## config.mk

```make
export PLATFORM = sky130hd
export DESIGN_NAME = vote_session_ctrl
export DESIGN_NICKNAME = d
export VERILOG_FILES = /design/src/rtl/vote_session_ctrl.sv
export SDC_FILE = /design/constraint.sdc
export NUM_CORES = 1
export LEC_CHECK = 0
export CORE_UTILIZATION = 52
export CTS_BUF_LIST = sky130_fd_sc_hd__clkbuf_8
export CTS_CLUSTER_SIZE = 20
export DETAILED_ROUTE_END_ITERATION = 8
export PLACE_DENSITY = 0.78
export SYNTH_ARGS = -nofsm -noshare
export SYNTH_HDL_FRONTEND = slang
export SYNTH_SLANG_ARGS = --single-unit
export TNS_END_PERCENT = 5
```

## constraint.sdc

```tcl
create_clock -name clk -period 3.27 [get_ports clk]
set_input_delay 0.327 -clock clk [delete_from_list [all_inputs] [get_ports clk]]
set_output_delay 0.327 -clock clk [all_outputs]
set_load 0.02 [all_outputs]
```

## src/rtl/vote_session_ctrl.sv

```systemverilog
// Ballot session sequencer: opens a voting window, collects one ballot per cycle, publishes a majority result.
// Optional quorum check enabled by defining VOTE_QUORUM_EN.
module vote_session_ctrl #(
  parameter int N       = 7,
  parameter int TIMEOUT = 32,
  parameter int QUORUM  = 4,
  localparam int IW = (N > 1) ? $clog2(N) : 1,
  localparam int CW = $clog2(N + 1),
  localparam int TW = (TIMEOUT > 1) ? $clog2(TIMEOUT) : 1
) (
  input  logic          clk,
  input  logic          rst_n,
  input  logic          start,
  input  logic          abort,
  input  logic          vote_valid,
  input  logic [IW-1:0] vote_id,
  input  logic          vote_yes,
  output logic          vote_ready,
  output logic          vote_err,
  output logic          busy,
  output logic          done,
  output logic          pass,
  output logic [CW-1:0] yes_cnt,
  output logic [CW-1:0] no_cnt,
  output logic          quorum_fail
);

  typedef enum logic [1:0] {IDLE, COLLECT, TALLY} state_t;

  localparam int PW = 2 ** IW;

  if (QUORUM < 1 || QUORUM > N) begin : g_bad_quorum
    $error("vote_session_ctrl: QUORUM out of range");
  end

  state_t        r_state;
  logic [N-1:0]  r_seen;
  logic [CW-1:0] r_yes;
  logic [CW-1:0] r_no;
  logic [TW-1:0] r_timer;
  logic          r_err;
  logic          r_done;
  logic          r_pass;
  logic          r_qfail;

  logic [PW-1:0] w_seen_pad;
  logic [PW-1:0] w_onehot;
  logic          w_id_ok;
  logic          w_take;
  logic [CW:0]   w_total_next;
  logic          w_exit;
  logic          w_majority;

  always_comb begin
    w_seen_pad   = PW'(r_seen);
    w_onehot     = PW'(1) << vote_id;
    w_id_ok      = (32'(vote_id) < N) && !w_seen_pad[vote_id];
    w_take       = vote_valid && w_id_ok;
    w_total_next = (CW+1)'(r_yes) + (CW+1)'(r_no) + (CW+1)'(w_take);
    w_exit       = (w_total_next == (CW+1)'(N)) || (r_timer == TW'(TIMEOUT - 1));
    w_majority   = ({1'b0, r_yes} << 1) > (CW+1)'(N);
  end

  always_ff @(posedge clk or negedge rst_n) begin
    if (!rst_n) begin
      r_state <= IDLE;
      r_seen  <= '0;
      r_yes   <= '0;
      r_no    <= '0;
      r_timer <= '0;
      r_err   <= 1'b0;
      r_done  <= 1'b0;
      r_pass  <= 1'b0;
      r_qfail <= 1'b0;
    end else begin
      r_err  <= 1'b0;
      r_done <= 1'b0;
      case (r_state)
        IDLE: begin
          if (start && !abort) begin
            r_state <= COLLECT;
            r_seen  <= '0;
            r_yes   <= '0;
            r_no    <= '0;
            r_timer <= '0;
            r_pass  <= 1'b0;
            r_qfail <= 1'b0;
          end
        end
        COLLECT: begin
          if (abort) begin
            r_state <= IDLE;
            r_pass  <= 1'b0;
          end else begin
            r_timer <= r_timer + 1'b1;
            if (vote_valid) begin
              if (w_id_ok) begin
                r_seen <= r_seen | w_onehot[N-1:0];
                if (vote_yes) r_yes <= r_yes + 1'b1;
                else          r_no  <= r_no + 1'b1;
              end else begin
                r_err <= 1'b1;
              end
            end
            if (w_exit) r_state <= TALLY;
          end
        end
        TALLY: begin
          r_state <= IDLE;
          if (abort) begin
            r_pass <= 1'b0;
          end else begin
            r_done <= 1'b1;
`ifdef VOTE_QUORUM_EN
            if ((CW+1)'(r_yes) + (CW+1)'(r_no) < (CW+1)'(QUORUM)) begin
              r_pass  <= 1'b0;
              r_qfail <= 1'b1;
            end else begin
              r_pass  <= w_majority;
              r_qfail <= 1'b0;
            end
`else
            r_pass  <= w_majority;
            r_qfail <= 1'b0;
`endif
          end
        end
        default: r_state <= IDLE;
      endcase
    end
  end

  assign vote_ready  = (r_state == COLLECT);
  assign busy        = (r_state != IDLE);
  assign vote_err    = r_err;
  assign done        = r_done;
  assign pass        = r_pass;
  assign yes_cnt     = r_yes;
  assign no_cnt      = r_no;
  assign quorum_fail = r_qfail;

endmodule

```

==> impl_metrics.prom <==
# TYPE chip_impl_metric gauge
chip_impl_metric{name="vias_per_cell",unit=""} 5.889
chip_impl_metric{name="largest_net_degree_at_the_start_of_global_routing",unit=""} 24
chip_impl_metric{name="grt_first_pass_wirelength",unit="um"} 4443
chip_impl_metric{name="route.detailed.wl_per_inst",unit="um"} 15.38
chip_impl_metric{name="area_delta_synth_final",unit="%"} 16.87
chip_impl_metric{name="cell_area_after_placement",unit="um2"} 1524
chip_impl_metric{name="postSynthCellCount",unit=""} 124
chip_impl_metric{name="core_area",unit="um2"} 2455
chip_impl_metric{name="place_congestion",unit=""} 0.8574
chip_impl_info{name="ws_path_type",value="input port to flip-flop"} 1
chip_impl_metric{name="dp_cells",unit=""} 167
chip_impl_metric{name="first_global_vias",unit=""} 1031
chip_impl_metric{name="route.antenna.remaining_nets",unit=""} 0
chip_impl_metric{name="port_buffers",unit=""} 19
chip_impl_metric{name="drt-initial-drc-count",unit=""} 19
chip_impl_metric{name="start_util",unit="%"} 54.69
chip_impl_metric{name="synth-seq-area-share",unit="%"} 42.87
chip_impl_metric{name="clkLatencyLatePin",unit="ps"} 270
chip_impl_metric{name="drive_above_1_share",unit="%"} 10.64
chip_impl_metric{name="cts.sink_count",unit=""} 23
chip_impl_metric{name="worst-endpoint-required",unit="ps"} 3440
chip_impl_metric{name="antenna_cells",unit=""} 0
chip_impl_metric{name="mappedNetlistNets",unit=""} 141
chip_impl_metric{name="worst-r2r-setup-slack",unit="ps"} 760
chip_impl_metric{name="chipWidth",unit="um"} 52.81
chip_impl_metric{name="design.die.area",unit="um2"} 2789
chip_impl_metric{name="synth-seq-cells",unit=""} 23
chip_impl_metric{name="cts_hold_buf",unit=""} 0
chip_impl_metric{name="htreeDepth",unit=""} 1
chip_impl_metric{name="maxSlewHeadroom",unit="%"} 31.74
chip_impl_metric{name="detail_route.drc_violations",unit=""} 0
chip_impl_metric{name="post-layout-total-power",unit="mW"} 1.128
chip_impl_metric{name="path_clk_slew",unit="ps"} 80
chip_impl_metric{name="wirelength",unit="um"} 2630
chip_impl_metric{name="cp_max_fo",unit=""} 8
chip_impl_metric{name="crit_arrival",unit="ps"} 3080
chip_impl_metric{name="power.leakage",unit="nW"} 0.7075
chip_impl_metric{name="std_cell_rows",unit=""} 18
chip_impl_metric{name="syn-mean-instance-area",unit="um2"} 10.83
chip_impl_metric{name="cts_repair_resize_count",unit=""} 0
chip_impl_metric{name="final_area",unit="um2"} 1569
chip_impl_info{name="hold_path_class",value="flip-flop to flip-flop"} 1
chip_impl_metric{name="min_period",unit="ps"} 2916
chip_impl_metric{name="design.final.nets",unit=""} 159
chip_impl_metric{name="via_count",unit=""} 1007
chip_impl_info{name="status",value="finished, final reports clean"} 1
chip_impl_metric{name="netlist_area",unit="um2"} 1343
chip_impl_metric{name="pwr_per_cell_area",unit="nW/um2"} 719.1
chip_impl_metric{name="fin_worst_skew",unit="ps"} 9.741
chip_impl_metric{name="timing_worst_slew_pin_value",unit="ps"} 1021
chip_impl_info{name="ys_dominant_reg_cell",value="sky130_fd_sc_hd__dfrtp_1"} 1
chip_impl_metric{name="setup_ws",unit="ps"} 354.2
chip_impl_metric{name="first_pass_iters",unit=""} 4
chip_impl_metric{name="period_share",unit="%"} 89.17
chip_impl_metric{name="postSynth.asyncResetShare",unit="%"} 100.0
chip_impl_metric{name="max-cap-violations",unit=""} 0
chip_impl_metric{name="final_core_util",unit="%"} 63.91
chip_impl_info{name="critical_path.startpoint_type",value="input port"} 1
chip_impl_metric{name="num_io_pins",unit=""} 21
chip_impl_info{name="cts_tree",value="done"} 1
chip_impl_metric{name="die_height",unit="um"} 52.81
chip_impl_metric{name="finalMaxSlewViolations",unit=""} 0
chip_impl_metric{name="antenna_violations_before_repair",unit=""} 0
chip_impl_info{name="setup_repair_after_global_routing_missed_its_margin",value="no"} 1
chip_impl_metric{name="ir_worst_vdd",unit="mV"} 0.5485
chip_impl_metric{name="yosys_warnings",unit=""} 0
chip_impl_metric{name="max_freq",unit="MHz"} 343.0
chip_impl_info{name="clk_root_buffer_cell",value="sky130_fd_sc_hd__clkbuf_8"} 1
chip_impl_metric{name="groute.usage.overall",unit="%"} 22.04
chip_impl_metric{name="synth_enable_flop_cells",unit=""} 0
chip_impl_metric{name="grt_total_ovfl",unit=""} 0
chip_impl_metric{name="cts.path.max_buffers",unit=""} 2
chip_impl_metric{name="cts_post_setup_buffers_inserted",unit=""} 0
chip_impl_metric{name="hold_viol",unit=""} 0
chip_impl_metric{name="tns",unit="ps"} 0
chip_impl_metric{name="non_filler_cells_final",unit=""} 171
chip_impl_info{name="cp-end-kind",value="flip-flop"} 1
chip_impl_metric{name="setup_viol_count_final",unit=""} 0
chip_impl_metric{name="detailedPlace.worstSlack",unit="ps"} 64.88
chip_impl_metric{name="hold_ws",unit="ps"} 505.2
chip_impl_metric{name="unique_cell_type_count_in_the_yosys_netlist",unit=""} 42
chip_impl_metric{name="cts_buffers",unit=""} 3
chip_impl_metric{name="dp_hpwl",unit="um"} 1987
critical path, stage by stage:
cell	delay, ps
sky130_fd_sc_hd__clkdlybuf4s50_1	650
sky130_fd_sc_hd__mux2i_1	160
sky130_fd_sc_hd__mux4_2	480
sky130_fd_sc_hd__and2_1	180
sky130_fd_sc_hd__fa_1	370
sky130_fd_sc_hd__inv_1	80
sky130_fd_sc_hd__fa_1	410
sky130_fd_sc_hd__nor2_1	110
sky130_fd_sc_hd__a31oi_1	110
sky130_fd_sc_hd__a21o_1	190
cells by family (layout without fill, tap and decap cells):
family | Yosys count | in the layout | share of synthesized area, %
muxes | 7 | 7 | 6.337
xor gates and xnor gates | 2 | 2 | 1.305
adders and majority gates | 8 | 8 | 8.574
and+or+nand+nor | 42 | 42 | 16.59
DFF | 23 | 23 | 42.87
buffers and inverters | 14 | 31 | 6.243
other | 1 | 1 | 0.2793
AOI/OAI and AO/OA | 27 | 27 | 17.80
cells in the mapped netlist (2+ instances only):
| library cell | n | area share (%) |
|---|---|---|
| sky130_fd_sc_hd__dfrtp_1 | 23 | 43 |
| sky130_fd_sc_hd__nor2_1 | 16 | 4.5 |
| sky130_fd_sc_hd__a31oi_1 | 7 | 3.3 |
| sky130_fd_sc_hd__ha_1 | 6 | 5.6 |
| sky130_fd_sc_hd__inv_1 | 6 | 1.7 |
| sky130_fd_sc_hd__mux2i_1 | 4 | 3.0 |
| sky130_fd_sc_hd__nand2_1 | 4 | 1.1 |
| sky130_fd_sc_hd__a21oi_1 | 3 | 1.1 |
| sky130_fd_sc_hd__a32o_1 | 3 | 2.2 |
| sky130_fd_sc_hd__buf_6 | 3 | 2.5 |
| sky130_fd_sc_hd__nand4_1 | 3 | 1.4 |
| sky130_fd_sc_hd__a2111oi_4 | 2 | 4.1 |
| sky130_fd_sc_hd__a21o_1 | 2 | 1.1 |
| sky130_fd_sc_hd__a22o_1 | 2 | 1.3 |
| sky130_fd_sc_hd__a41oi_1 | 2 | 1.3 |
| sky130_fd_sc_hd__and2_1 | 2 | 0.93 |
| sky130_fd_sc_hd__buf_4 | 2 | 1.1 |
| sky130_fd_sc_hd__clkbuf_1 | 2 | 0.56 |
| sky130_fd_sc_hd__fa_1 | 2 | 3.0 |
| sky130_fd_sc_hd__mux2_2 | 2 | 1.7 |
| sky130_fd_sc_hd__nand2b_1 | 2 | 0.93 |
| sky130_fd_sc_hd__nor2b_1 | 2 | 0.93 |
| sky130_fd_sc_hd__nor3_1 | 2 | 0.75 |
| sky130_fd_sc_hd__o21ai_0 | 2 | 0.75 |
| sky130_fd_sc_hd__or2_2 | 2 | 0.93 |
| sky130_fd_sc_hd__xor2_1 | 2 | 1.3 |
path summary, 6_finish.rpt:
check                      startpoint    endpoint  cells past startpoint
max                        vote_id[0]  r_state[0]                     10
min                         r_seen[2]   r_seen[2]                      2
max reg2reg                 r_seen[4]  r_state[0]                      9
min reg2reg                 r_seen[2]   r_seen[2]                      2
max in group asynchronous       rst_n   r_seen[2]                      1
min in group asynchronous       rst_n  yes_cnt[2]                      1
flip-flops by register name (all words and copies together), names as in the netlist:
register / count
r_timer: 5
yes_cnt: 3
r_state: 2
r_seen: 7
vote_err: 1
no_cnt: 3
pass: 1
done: 1
area by class of cell:
cell class | count | area (um2)
clock buffer | 3 | 41.29
clock inverter | 1 | 3.754
fill | 202 | 885.9
inverter | 6 | 22.52
multi-input combinational | 87 | 683.2
sequential | 23 | 575.6
tap | 30 | 37.54
timing repair buffer | 21 | 205.2
per-layer routing:
metal | part of all wire, % | track usage, %
met5 | 0 | 0
met4 | 0.87 | 4.386
met3 | 2.6 | 4.348
met2 | 52 | 40.30
met1 | 44 | 26.48
where the power goes:
| part | switching (mW) | total [mW] | internal (mW) |
|---|---|---|---|
| registers | 0.0975 | 0.452 | 0.354 |
| clock network | 0.0881 | 0.172 | 0.0838 |
| logic | 0.259 | 0.505 | 0.245 |
layout by cell type, fill, tap and decap left out, types with 2 or more instances in the layout:
cell / count
sky130_fd_sc_hd__mux2_2: 2
sky130_fd_sc_hd__nor3_1: 2
sky130_fd_sc_hd__nand2b_1: 2
sky130_fd_sc_hd__and2_1: 2
sky130_fd_sc_hd__a21o_1: 2
sky130_fd_sc_hd__xor2_1: 2
sky130_fd_sc_hd__dfrtp_1: 23
sky130_fd_sc_hd__buf_4: 2
sky130_fd_sc_hd__nor2b_1: 2
sky130_fd_sc_hd__a21oi_1: 3
sky130_fd_sc_hd__nand2_1: 4
sky130_fd_sc_hd__o21ai_0: 2
sky130_fd_sc_hd__mux2i_1: 4
sky130_fd_sc_hd__a22o_1: 2
sky130_fd_sc_hd__a31oi_1: 7
sky130_fd_sc_hd__clkdlybuf4s50_1: 19
sky130_fd_sc_hd__inv_1: 7
sky130_fd_sc_hd__fa_1: 2
sky130_fd_sc_hd__ha_1: 6
sky130_fd_sc_hd__a32o_1: 3
sky130_fd_sc_hd__nor2_1: 16
sky130_fd_sc_hd__clkbuf_8: 3
sky130_fd_sc_hd__a41oi_1: 2
sky130_fd_sc_hd__or2_2: 2
sky130_fd_sc_hd__a2111oi_4: 2
sky130_fd_sc_hd__nand4_1: 3
Note: power is estimated with default switching activity, not from simulation.
